[config.mk]
export PLATFORM = sky130hd
export DESIGN_NAME = multicycle_main_control
export DESIGN_NICKNAME = d
export VERILOG_FILES = /design/src/rtl/multicycle_main_control.sv
export SDC_FILE = /design/constraint.sdc
export NUM_CORES = 1
export LEC_CHECK = 0
export CAP_MARGIN = 25
export CELL_PAD_IN_SITES_DETAIL_PLACEMENT = 2
export CELL_PAD_IN_SITES_GLOBAL_PLACEMENT = 2
export CORE_MARGIN = 1.5
export CORE_UTILIZATION = 37
export CTS_CLUSTER_SIZE = 28
export DETAILED_ROUTE_END_ITERATION = 8
export DONT_BUFFER_PORTS = 1
export HOLD_SLACK_MARGIN = 0.03
export PLACE_DENSITY_LB_ADDON = 0.15
export SYNTH_ARGS = -nofsm -noshare
export SYNTH_HDL_FRONTEND = slang
export SYNTH_SLANG_ARGS = --single-unit
[constraint.sdc]
create_clock -name clk -period 4.85 [get_ports clk]
set_input_delay 0.485 -clock clk [delete_from_list [all_inputs] [get_ports clk]]
set_output_delay 0.485 -clock clk [all_outputs]
set_load 0.01 [all_outputs]
[src/rtl/multicycle_main_control.sv]
// multicycle_main_control: main control FSM of the multi-cycle MIPS CPU.
// Steps each instruction through IF/ID/EX/MEM/WB and drives the datapath
// mux selects, write enables and the 4-bit ALUOp for the ALU control decoder.
// Optional build macro MAIN_CTRL_ILLEGAL_TRAP_EN: unsupported instructions
// trap into S_HALT (IllegalInst=1) instead of retiring as a NOP.
// All control outputs are registered. Each output register holds the decode
// of the state register, so the outputs behave as Moore outputs of that state.
module multicycle_main_control #(
  parameter int ALUOP_W = 4,
  parameter int STATE_W = 4
) (
  input  logic               clk,
  input  logic               reset,
  input  logic [5:0]         OpCode,
  input  logic [5:0]         Funct,
  output logic               PCWrite,
  output logic               PCWriteCond,
  output logic               IorD,
  output logic               MemRead,
  output logic               MemWrite,
  output logic               IRWrite,
  output logic [1:0]         MemtoReg,
  output logic [1:0]         RegDst,
  output logic               RegWrite,
  output logic [1:0]         ALUSrcA,
  output logic [1:0]         ALUSrcB,
  output logic               ExtOp,
  output logic               LuiOp,
  output logic [1:0]         PCSource,
  output logic [ALUOP_W-1:0] ALUOp,
  output logic               IllegalInst
);

  typedef enum logic [STATE_W-1:0] {
    S_IF    = 4'd0,
    S_ID    = 4'd1,
    S_MADDR = 4'd2,
    S_MRD   = 4'd3,
    S_WBL   = 4'd4,
    S_MWR   = 4'd5,
    S_EXR   = 4'd6,
    S_WBR   = 4'd7,
    S_EXI   = 4'd8,
    S_WBI   = 4'd9,
    S_BEQ   = 4'd10,
    S_J     = 4'd11,
    S_JR    = 4'd12,
    S_HALT  = 4'd13
  } state_t;

  typedef struct packed {
    logic               pc_write;
    logic               pc_write_cond;
    logic               iord;
    logic               mem_read;
    logic               mem_write;
    logic               ir_write;
    logic [1:0]         mem_to_reg;
    logic [1:0]         reg_dst;
    logic               reg_write;
    logic [1:0]         alu_src_a;
    logic [1:0]         alu_src_b;
    logic               ext_op;
    logic               lui_op;
    logic [1:0]         pc_source;
    logic [ALUOP_W-1:0] alu_op;
  } ctrl_t;

  state_t state_r;
  state_t next_s;
  ctrl_t  ctrl_r;
  logic   restart_r;   // set by reset: the first cycle after reset is a fresh fetch

`ifdef MAIN_CTRL_ILLEGAL_TRAP_EN
  logic   illegal_r;

  // R-type function codes this CPU implements
  function automatic logic is_legal_funct(input logic [5:0] fn);
    logic ok;
    case (fn)
      6'h00, 6'h02, 6'h03, 6'h08, 6'h09,
      6'h20, 6'h21, 6'h22, 6'h23, 6'h24, 6'h25, 6'h26, 6'h27,
      6'h2a, 6'h2b: ok = 1'b1;
      default:      ok = 1'b0;
    endcase
    return ok;
  endfunction
`endif

  // Next-state transition for a state given the current instruction fields
  function automatic state_t next_state(input state_t s, input logic [5:0] op,
                                        input logic [5:0] fn);
    state_t n;
    n = S_IF;
    case (s)
      S_IF:    n = S_ID;
      S_ID: begin
        case (op)
          6'h23, 6'h2b: n = S_MADDR;
          6'h00: begin
            if ((fn == 6'h08) || (fn == 6'h09)) begin
              n = S_JR;
            end else begin
`ifdef MAIN_CTRL_ILLEGAL_TRAP_EN
              n = is_legal_funct(fn) ? S_EXR : S_HALT;
`else
              n = S_EXR;
`endif
            end
          end
          6'h04:        n = S_BEQ;
          6'h02, 6'h03: n = S_J;
          6'h0f, 6'h08, 6'h09, 6'h0c, 6'h0a, 6'h0b: n = S_EXI;
`ifdef MAIN_CTRL_ILLEGAL_TRAP_EN
          default:      n = S_HALT;
`else
          default:      n = S_IF;
`endif
        endcase
      end
      S_MADDR: n = (op == 6'h23) ? S_MRD : S_MWR;
      S_MRD:   n = S_WBL;
      S_EXR:   n = S_WBR;
      S_EXI:   n = S_WBI;
`ifdef MAIN_CTRL_ILLEGAL_TRAP_EN
      S_HALT:  n = S_HALT;
`endif
      default: n = S_IF;   // write-back/branch/jump states and unused codes
    endcase
    return n;
  endfunction

  // Datapath control word asserted while in state s
  function automatic ctrl_t decode(input state_t s, input logic [5:0] op,
                                   input logic [5:0] fn);
    ctrl_t c;
    c = '0;
    case (s)
      S_IF: begin
        c.mem_read  = 1'b1;
        c.ir_write  = 1'b1;
        c.alu_src_b = 2'b01;
        c.pc_write  = 1'b1;
      end
      S_ID: begin
        c.alu_src_b = 2'b11;   // branch target into ALUOut
        c.ext_op    = 1'b1;
      end
      S_MADDR: begin
        c.alu_src_a = 2'b01;
        c.alu_src_b = 2'b10;
        c.ext_op    = 1'b1;
      end
      S_MRD: begin
        c.mem_read = 1'b1;
        c.iord     = 1'b1;
      end
      S_WBL: begin
        c.reg_write  = 1'b1;
        c.mem_to_reg = 2'b01;
      end
      S_MWR: begin
        c.mem_write = 1'b1;
        c.iord      = 1'b1;
      end
      S_EXR: begin
        c.alu_op = 4'b0010;
        // shifts by shamt take the shift amount on the A port
        if ((fn == 6'h00) || (fn == 6'h02) || (fn == 6'h03)) begin
          c.alu_src_a = 2'b10;
        end else begin
          c.alu_src_a = 2'b01;
        end
      end
      S_WBR: begin
        c.reg_write = 1'b1;
        c.reg_dst   = 2'b01;
      end
      S_EXI: begin
        c.alu_src_a = 2'b01;
        c.alu_src_b = 2'b10;
        case (op)
          6'h08, 6'h09: c.ext_op = 1'b1;
          6'h0c:        c.alu_op = 4'b0011;
          6'h0a: begin
            c.alu_op = 4'b0100;
            c.ext_op = 1'b1;
          end
          6'h0b: begin
            c.alu_op = 4'b0101;
            c.ext_op = 1'b1;
          end
          6'h0f:        c.lui_op = 1'b1;
          default:      c.alu_op = 4'b0000;
        endcase
      end
      S_WBI: c.reg_write = 1'b1;
      S_BEQ: begin
        c.alu_src_a     = 2'b01;
        c.alu_op        = 4'b0001;
        c.pc_write_cond = 1'b1;
        c.pc_source     = 2'b01;
      end
      S_J: begin
        c.pc_write  = 1'b1;
        c.pc_source = 2'b10;
        if (op == 6'h03) begin   // jal links into $31
          c.reg_write  = 1'b1;
          c.reg_dst    = 2'b10;
          c.mem_to_reg = 2'b10;
        end else begin
          c.reg_write = 1'b0;
        end
      end
      S_JR: begin
        c.pc_write  = 1'b1;
        c.pc_source = 2'b11;
        if (fn == 6'h09) begin   // jalr links into rd
          c.reg_write  = 1'b1;
          c.reg_dst    = 2'b01;
          c.mem_to_reg = 2'b10;
        end else begin
          c.reg_write = 1'b0;
        end
      end
      default: c = '0;         // S_HALT and unused encodings drive nothing
    endcase
    return c;
  endfunction

  // Select the state for the coming cycle; after reset always start a fetch
  always_comb begin
    next_s = S_IF;
    if (restart_r) begin
      next_s = S_IF;
    end else begin
      next_s = next_state(state_r, OpCode, Funct);
    end
  end

  // State register and registered control word; reset silences all enables
  always_ff @(posedge clk) begin
    if (reset) begin
      state_r   <= S_IF;
      ctrl_r    <= '0;
      restart_r <= 1'b1;
    end else begin
      state_r   <= next_s;
      ctrl_r    <= decode(next_s, OpCode, Funct);
      restart_r <= 1'b0;
    end
  end

`ifdef MAIN_CTRL_ILLEGAL_TRAP_EN
  // Illegal-instruction flag, held for as long as the FSM sits in S_HALT
  always_ff @(posedge clk) begin
    if (reset) begin
      illegal_r <= 1'b0;
    end else begin
      illegal_r <= (next_s == S_HALT);
    end
  end

  assign IllegalInst = illegal_r;
`else
  assign IllegalInst = 1'b0;
`endif

  assign PCWrite     = ctrl_r.pc_write;
  assign PCWriteCond = ctrl_r.pc_write_cond;
  assign IorD        = ctrl_r.iord;
  assign MemRead     = ctrl_r.mem_read;
  assign MemWrite    = ctrl_r.mem_write;
  assign IRWrite     = ctrl_r.ir_write;
  assign MemtoReg    = ctrl_r.mem_to_reg;
  assign RegDst      = ctrl_r.reg_dst;
  assign RegWrite    = ctrl_r.reg_write;
  assign ALUSrcA     = ctrl_r.alu_src_a;
  assign ALUSrcB     = ctrl_r.alu_src_b;
  assign ExtOp       = ctrl_r.ext_op;
  assign LuiOp       = ctrl_r.lui_op;
  assign PCSource    = ctrl_r.pc_source;
  assign ALUOp       = ctrl_r.alu_op;

endmodule

### Yosys cells after proc, flatten, opt, wreduce, memory -nomap -nowiden

Cells that the tools add are included.

* register bits after elaboration: 28
* input port bits: 14
* output and inout port bits: 24
* word-level logic and storage cells: 97

* equality and inequality tests: 32
* multiplexer cells: 28
* bitwise gates (word level): 1
* reduce and logical (&&, ||, !) cells: 19

Operators with widths (count)
* $eq 6x4->1 const B: 8
* $eq 4x4->1 const B: 6
* $eq 6x2->1 const B: 4
* $pmux 2 s3: 4
* $pmux 4 s6: 1
* $eq 4x3->1 const B: 5
* $pmux 4 s5: 1
* $eq 4x2->1 const B: 4
* $mux 4: 4
* $reduce_or 2->1: 7
* $eq 6x6->1 const B: 2
* $logic_not 6->1: 2
* $pmux 4 s3: 1
* $mux 1: 11
* $pmux 3 s3: 1
* $reduce_or 3->1: 3
* $eq 4x1->1 const B: 2
* $logic_not 4->1: 2
* $eq 6x3->1 const B: 1
* $reduce_or 6->1: 1
* $pmux 2 s2: 1
* $reduce_or 4->1: 1
* $logic_or 1x1->1: 3
* $mux 3: 1
* other kinds (4): 4

### Longest topological paths before layout

Gate-level depths: netlist (run 1).

* depth in word-level cells: 9
* mapped depth: 8
* gate-level depth less buffers: 6

### Worst setup path after synthesis (run 1)

Ideal clock, no wire load.

* path kind: input-to-reg
* from: in OpCode[3]
* to: reg ctrl_r (netlist bit MemtoReg[1])
* library setup time: 0.119 ns
* arrival: 2.204 ns
* data required time: 4.731 ns
* setup slack: 2.527 ns
* stages on the path: 7
* path buffers: 1
* cell sequence: or4b_1 o41a_1 nand2b_4 and2_4 buf_6 o2111a_1 o221a_1

* word-level cells in the longest chain between the ends: 7
* elaborated cells between the ends (all ways): 24
* those cells by class: eq/ne (14); mux (6); reduce/logical (4)

RTL lines
* from (decl): RTL line 14 `input logic [5:0] OpCode,`
* $eq 6x4->1, or another cell as far along: RTL line 98 `case (op)`
* $reduce_or 6->1 / $reduce_or 2->1 (equally long branches): RTL line 98
* $pmux 4 s5: RTL line 98
* $pmux 4 s6: RTL line 95 `case (s)`
* $mux 4: RTL line 234 `if (restart_r) begin`
* $eq 4x4->1 / $eq 4x3->1 (equally long branches): RTL line 138 `case (s)`
* $pmux 2 s3 *: RTL line 138
* to (signal assigned): RTL line 249 `ctrl_r <= decode(next_s, OpCode, Funct);`
* to (decl): RTL line 71 `ctrl_t ctrl_r;`

Every way passes the cells marked *; elsewhere a longest branch is shown, timed or not.
A chain may end at the register's enable or synchronous reset.

### Final worst setup path (run 1)

* from: reg state_r[2]
* to: reg ctrl_r (netlist bit ExtOp)

* word-level cells in the longest chain between the ends: 6
* elaborated cells between the ends (all ways): 13
* those cells by class: eq/ne (8); mux (3); reduce/logical (2)

RTL lines
* from (decl): RTL line 69 `state_t state_r;`
* from (signal assigned): RTL line 248 `state_r <= next_s;`
* $eq 4x4->1, or another cell as far along: RTL line 95
* $pmux 4 s6 *: RTL line 95
* $mux 4 *: RTL line 234
* $eq 4x2->1 / $eq 4x1->1 (equally long branches): RTL line 138
* $reduce_or 2->1 (no source line)
* $pmux 1 s2 *: RTL line 138

Marks and branches as above.

==> run metrics, run 1 <==
Yosys cell types=51; gp weighted congestion=0.814; CP Capture Type=flop; placed cell area=1310 sq um; DRC=0; area grow syn2layout=2.99%; WP data required=5.12 ns; r2r setup slk=between 2 and 3 ns; Global Route Usage Sum=0.198; run status=finished clean; clk slew on worst S/H paths=0.15 ns; Post-Syn Instances=152; YS warnings=0; sink of the worst hold path=restart_r; cell row count=21; Final Hold Fails=0; origin of the critical flop-to-flop path=state_r[2]; reg2reg end=ExtOp; Die Ht=62.2 microns; first-pass GRT wire length=5.95 mm; P_leak=0.477 nW; FF+latch count, synth=27; Fin Setup TNS=0 ns; Slew Viols, Final=0; max-cap check violation count=0; H-tree Lvls=1; DIE AREA=3870 sq um; maximum root-to-sink buffer count=2; CTS Root Buffer Type=clkbuf_4; Startpoint Class=flop; HP Start=reset; endpoints failing setup=0; final antenna-violating net count=0; Hold Buf Count CTS=0; CP max FO=8; largest net degree at the start of global routing=15; DR pass1 iterations=4; CTS tree=built; gr busiest metal=met2; final period utilization=0.480; ANT cells=0; initial antenna violation count=0; met3 GRT Util=0.0362; Port Buffers=0; clk sinks=27; Avg WL per Cell=18.2 microns; cell total after placement=191; P per Cell Area=between 200 and 300 nW/um^2; Vias=~1100; share of layout cells above drive strength 1=0.0738; worst hold path type=primary input to flop; Worst IR Drop VDD=0.0839 mV; commonest non-fill, non-tap cell in the layout=dfxtp_1; Worst Tran Pin Value=0.842 ns; hold depth=0; RSZ-0062 raised after global routing=false; worst r2r path cells=6; area of the core=3360 sq um; Clk Latency, worst-skew pair=0.34 ns; Starting Density=0.386; max frequency=0.430 GHz; setup ws final=2.52 ns; Seq/Total Area, Yosys=0.416; CTS Buf Count=3; CP startpoint=state_r[2]; Congestion Overflow GR=0; crit path DAT=2.59 ns; Total Routed Length=3.56 mm; met2 GRT Util=0.327; design area=1340 sq um; # IOs=38; post-layout minimum cycle time=2.33 ns; Final Hold Slack=0.152 ns; Final #Nets=164; DRT iter0 DRCs=55; pre-CTS setup slack=2.32 ns; grt met1 use=0.251; die width=62.2 microns; Relative slew margins=0.438; skew final=0.00722 ns; vias in the first global route=1158; post-cts resize count=0; DP HPWL=2.71 mm; WS Path Type=flop to flop; number of fill cells=410; vias per cell=5.77; syn avg cell area=8.54 sq um; Layout Cells excl Fill=slightly below 200; commonest non-fill, non-tap cells in the layout=27 x dfxtp_1, 15 x nor2_1, 9 x nand2_1; post-synthesis cell area=1300 sq um; total setup buffers inserted after CTS=0
==> flip-flops by register name, summed over array words and instances, names as in the netlist, 2 cells and up <==
register / cells
ALUSrcB: 2
ALUOp: 3
ALUSrcA: 2
state_r: 4
MemtoReg: 2
RegDst: 2
PCSource: 2
==> cells by family after synthesis <==
family | Yosys count | share of synthesized area
compound gates | 43 | 0.231
buf+inv | 15 | 0.0578
flops | 27 | 0.416
mux | 1 | 0.00771
other cells | 1 | 0.00289
simple gates | 65 | 0.284
==> worst max-delay path by stage <==
stage / endpoint / slack, ns / depth (start not counted)
final: ExtOp / 2.52 / 6
after global routing: ALUSrcB[1] / 2.31 / 6
after CTS: ExtOp / 2.50 / 6
after detailed placement: ExtOp / 2.32 / 6
after global placement: ExtOp / 2.29 / 6
after floorplan: MemtoReg[1] / 2.53 / 7
==> cell usage after synthesis, drive strengths merged <==
cell	count	area, sq um
o31ai	1	7.51
nand4	2	12.5
o21a	1	7.51
a211o	1	10.0
o211ai	1	7.51
or3b	1	8.76
o211a	1	10.0
a31oi	2	12.5
nand2b	5	38.8
inv	7	26.3
nor2b	3	18.8
nand3b	2	15.0
o2111a	1	11.3
nor4	4	25.0
nor2	15	56.3
or4	1	7.51
o221a	1	11.3
or3	3	18.8
o2bb2ai	1	8.76
o22ai	1	6.26
conb	1	3.75
o31a	1	8.76
o21ai	11	55.1
or4b	2	20.0
a21oi	7	35.0
clkbuf	3	12.5
a32o	1	10.0
o221ai	2	17.5
o21bai	3	22.5
nand2	9	33.8
o311a	1	10.0
nor3b	1	7.51
buf	5	36.3
dfxtp	27	541
a211oi	1	7.51
nand3	2	10.0
or4bb	1	11.3
nor3	8	45.0
mux2i	1	10.0
a21boi	3	22.5
or2	3	18.8
a22oi	1	7.51
o41a	1	11.3
and2	3	21.3
==> stage by stage <==
step / total power (W) / utilization
2_1_floorplan: 0.000262 / -
3_3_place_gp: 0.000265 / 0.390
3_5_place_dp: 0.000265 / 0.390
4_1_cts: 0.000363 / 0.398
5_1_grt: 0.000377 / 0.398
6_report: 0.000364 / 0.398
==> cell type report <==
| cell class | instances | area, sq um | area share |
|---|---|---|---|
| flip-flops and latches | 27 | 541 | 0.404 |
| well taps | 46 | 57.6 | 0.0430 |
| inverters | 7 | 26.3 | 0.0196 |
| multi-input cells | 111 | 687 | 0.514 |
| clock buffers | 4 | 26.3 | 0.0196 |
==> report_power, final <==
| group | internal [W] | total, W | switching, W |
|---|---|---|---|
| Sequential | 0.000227 | 0.000233 | 0.00000526 |
| Clock | 0.0000324 | 0.000103 | 0.0000702 |
| Combinational | 0.0000103 | 0.0000283 | 0.0000180 |
==> worst max-delay path: stages, from the launching register on <==
cell     delay, ns
dfxtp_1       0.42
or2_2         0.36
nor3_1        0.21
o21ai_1       0.19
o21ai_1       0.50
nand4_1       0.34
o22ai_1       0.23
==> layer usage <==
metal	part of all wire	vias up	wire, microns
li1	-	541	-
met1	0.45	542	1620
met2	0.48	37	1700
met3	0.047	5	166
met4	0.021	0	75
met5	0	-	0
(Power assumes the default switching activity.)
==> run 2, diff against run 1 <==
- CORE_UTILIZATION: 37 -> 31
- clock period: 4.85 -> 1.94 ns (I/O delays scaled with it)
==> run 2 against run 1 <==
Critical path depth is 1 higher; cell area is 28% higher; largest cell class unchanged; clock power grew to 3.4 times the previous value; sequential cell count stayed put; register-to-register slack worse by 2.5 ns; worst setup slack worse by 2.5 ns; routed wire length is 34% higher.
==> run metrics, run 2 (same netlist as run 1, synthesis figures left out) <==
gp weighted congestion=roughly 0.8; hold depth=2; Startpoint Class=flop; RSZ-0062 raised after global routing=true; largest net degree at the start of global routing=17; largest reg by FF count=state_r; Total Routed Length=4.75 mm; area grow syn2layout=31.8%; max-cap check violation count=0; P per Cell Area=608 nW/um^2; Vias=roughly 1300; DRT iter0 DRCs=45; DR pass1 iterations=4; Final #Nets=198; fraction of power consumed by combinational cells=0.108; sink of the worst hold path=LuiOp; Slew Viols, Final=0; die width=about 68 microns; Seq pwr share=0.558; worst hold path type=primary input to flop; worst r2r path cells=7; HP Start=OpCode[0]; max frequency=0.522 GHz; Layout Cells excl Fill=233; ANT cells=0; area of the core=4000 sq um; CTS tree=built; Clk Latency, worst-skew pair=0.29 ns; Die Ht=67.7 microns; Port Buffers=0; Relative slew margins=0.622; run status=finished clean; skew final=around 0.0043 ns; maximum root-to-sink buffer count=2; Sw Share=0.263; Starting Density=0.325; CTS Buf Count=3; Worst Tran Pin Value=0.563 ns; CP max FO=7; P_leak=0.668 nW; final antenna-violating net count=0; reg2reg end=MemtoReg[1]; P_int=~0.00077 W; Pwr Total=slightly above 0.001 W; Global Route Usage Sum=0.226; CTS Root Buffer Type=clkbuf_8; Final Hold Fails=0; initial antenna violation count=0; Congestion Overflow GR=0; number of fill cells=436; H-tree Lvls=1; vias in the first global route=about 1400; cell total after placement=223; share of layout cells above drive strength 1=0.317; Fin Setup TNS=0 ns; Avg WL per Cell=20.4 microns; Psw=0.000273 W; DIE AREA=approximately 4600 sq um; vias per cell=5.43; Worst IR Drop VDD=0.250 mV; clock share of power=0.334; design area=around 1700 sq um; WS Path Type=flop to flop; CP Capture Type=flop; WP data required=around 2.1 ns; origin of the critical flop-to-flop path=state_r[1]; # IOs=38; commonest non-fill, non-tap cells in the layout=29 x buf_4, 23 x dfxtp_1, 14 x nor2_1, 9 x nand2_1; max reg flops=4; final period utilization=0.987; clk slew on worst S/H paths=0.10 ns; crit path DAT=2.10 ns; placed cell area=1530 sq um; DRC=0; DP HPWL=3.48 mm; endpoints failing setup=0; post-layout minimum cycle time=1.91 ns; Final Core Density=0.428; r2r setup slk=0.03 ns; CP startpoint=state_r[1]; commonest non-fill, non-tap cell in the layout=buf_4; cell row count=23; first-pass GRT wire length=7.45 mm; clk sinks=27
run 2: per-layer routing:
layer	GRT usage	vias to the layer above	wire, microns
li1	-	618	-
met1	0.278	616	2180
met2	0.391	26	2380
met3	0.0383	5	123
met4	0.0867	0	64
met5	0	-	0
run 2: repair_timing:
action	CTS	global route
hold buffers	3	0
resized for setup	11	15
setup buffers	0	3
hold endpoints to repair	6	0
pin swaps	1	6
endpoints found under the setup margin	22	16
run 2: metrics by stage:
stage | hold WS (ns) | setup slack, ns
2_1_floorplan | 0.222 | -0.0770
3_3_place_gp | 0.222 | -0.207
3_5_place_dp | 0.223 | -0.308
4_1_cts | 0.0337 | 0.00288
5_1_grt | 0.0487 | -0.0420
6_report | 0.0341 | 0.0251
run 2: critical path: stages (launching register included):
cell      delay (ns)
dfxtp_2         0.37
buf_6           0.13
inv_2           0.03
o41a_1          0.41
nand2b_4        0.16
and2_4          0.16
o2111a_2        0.28
o221a_1         0.27
run 2: how the worst max path moves through the flow:
| stage | to | cells past startpoint | slack, ns |
|---|---|---|---|
| final | MemtoReg[1] | 7 | 0.03 |
| after global routing | MemtoReg[1] | 7 | -0.04 |
| after CTS | PCSource[0] | 9 | 0.003 |
| after detailed placement | ALUSrcB[1] | 6 | -0.31 |
| after global placement | MemtoReg[1] | 7 | -0.21 |
| after floorplan | MemtoReg[1] | 7 | -0.08 |
run 2: final cells by class:
cell class / count / area, sq um / share of cell area
flip-flops and latches: 27 / 548 / 0.320
inverters: 7 / 26.3 / 0.0154
well taps: 50 / 62.6 / 0.0365
clock buffers: 3 / 41.3 / 0.0241
multi-input cells: 111 / 756 / 0.442
clock inverters: 1 / 7.51 / 0.00439
repair buffers: 34 / 270 / 0.158
run 2: power groups by stage:
| stage | sequential [W] | clock (W) | combinational [W] |
|---|---|---|---|
| 2_1_floorplan | 0.000591 | 0 | 0.0000653 |
| 3_3_place_gp | 0.000594 | 0 | 0.0000880 |
| 3_5_place_dp | 0.000594 | 0 | 0.0000940 |
| 4_1_cts | 0.000581 | 0.000356 | 0.000107 |
| 5_1_grt | 0.000582 | 0.000375 | 0.000123 |
| 6_report | 0.000580 | 0.000347 | 0.000113 |
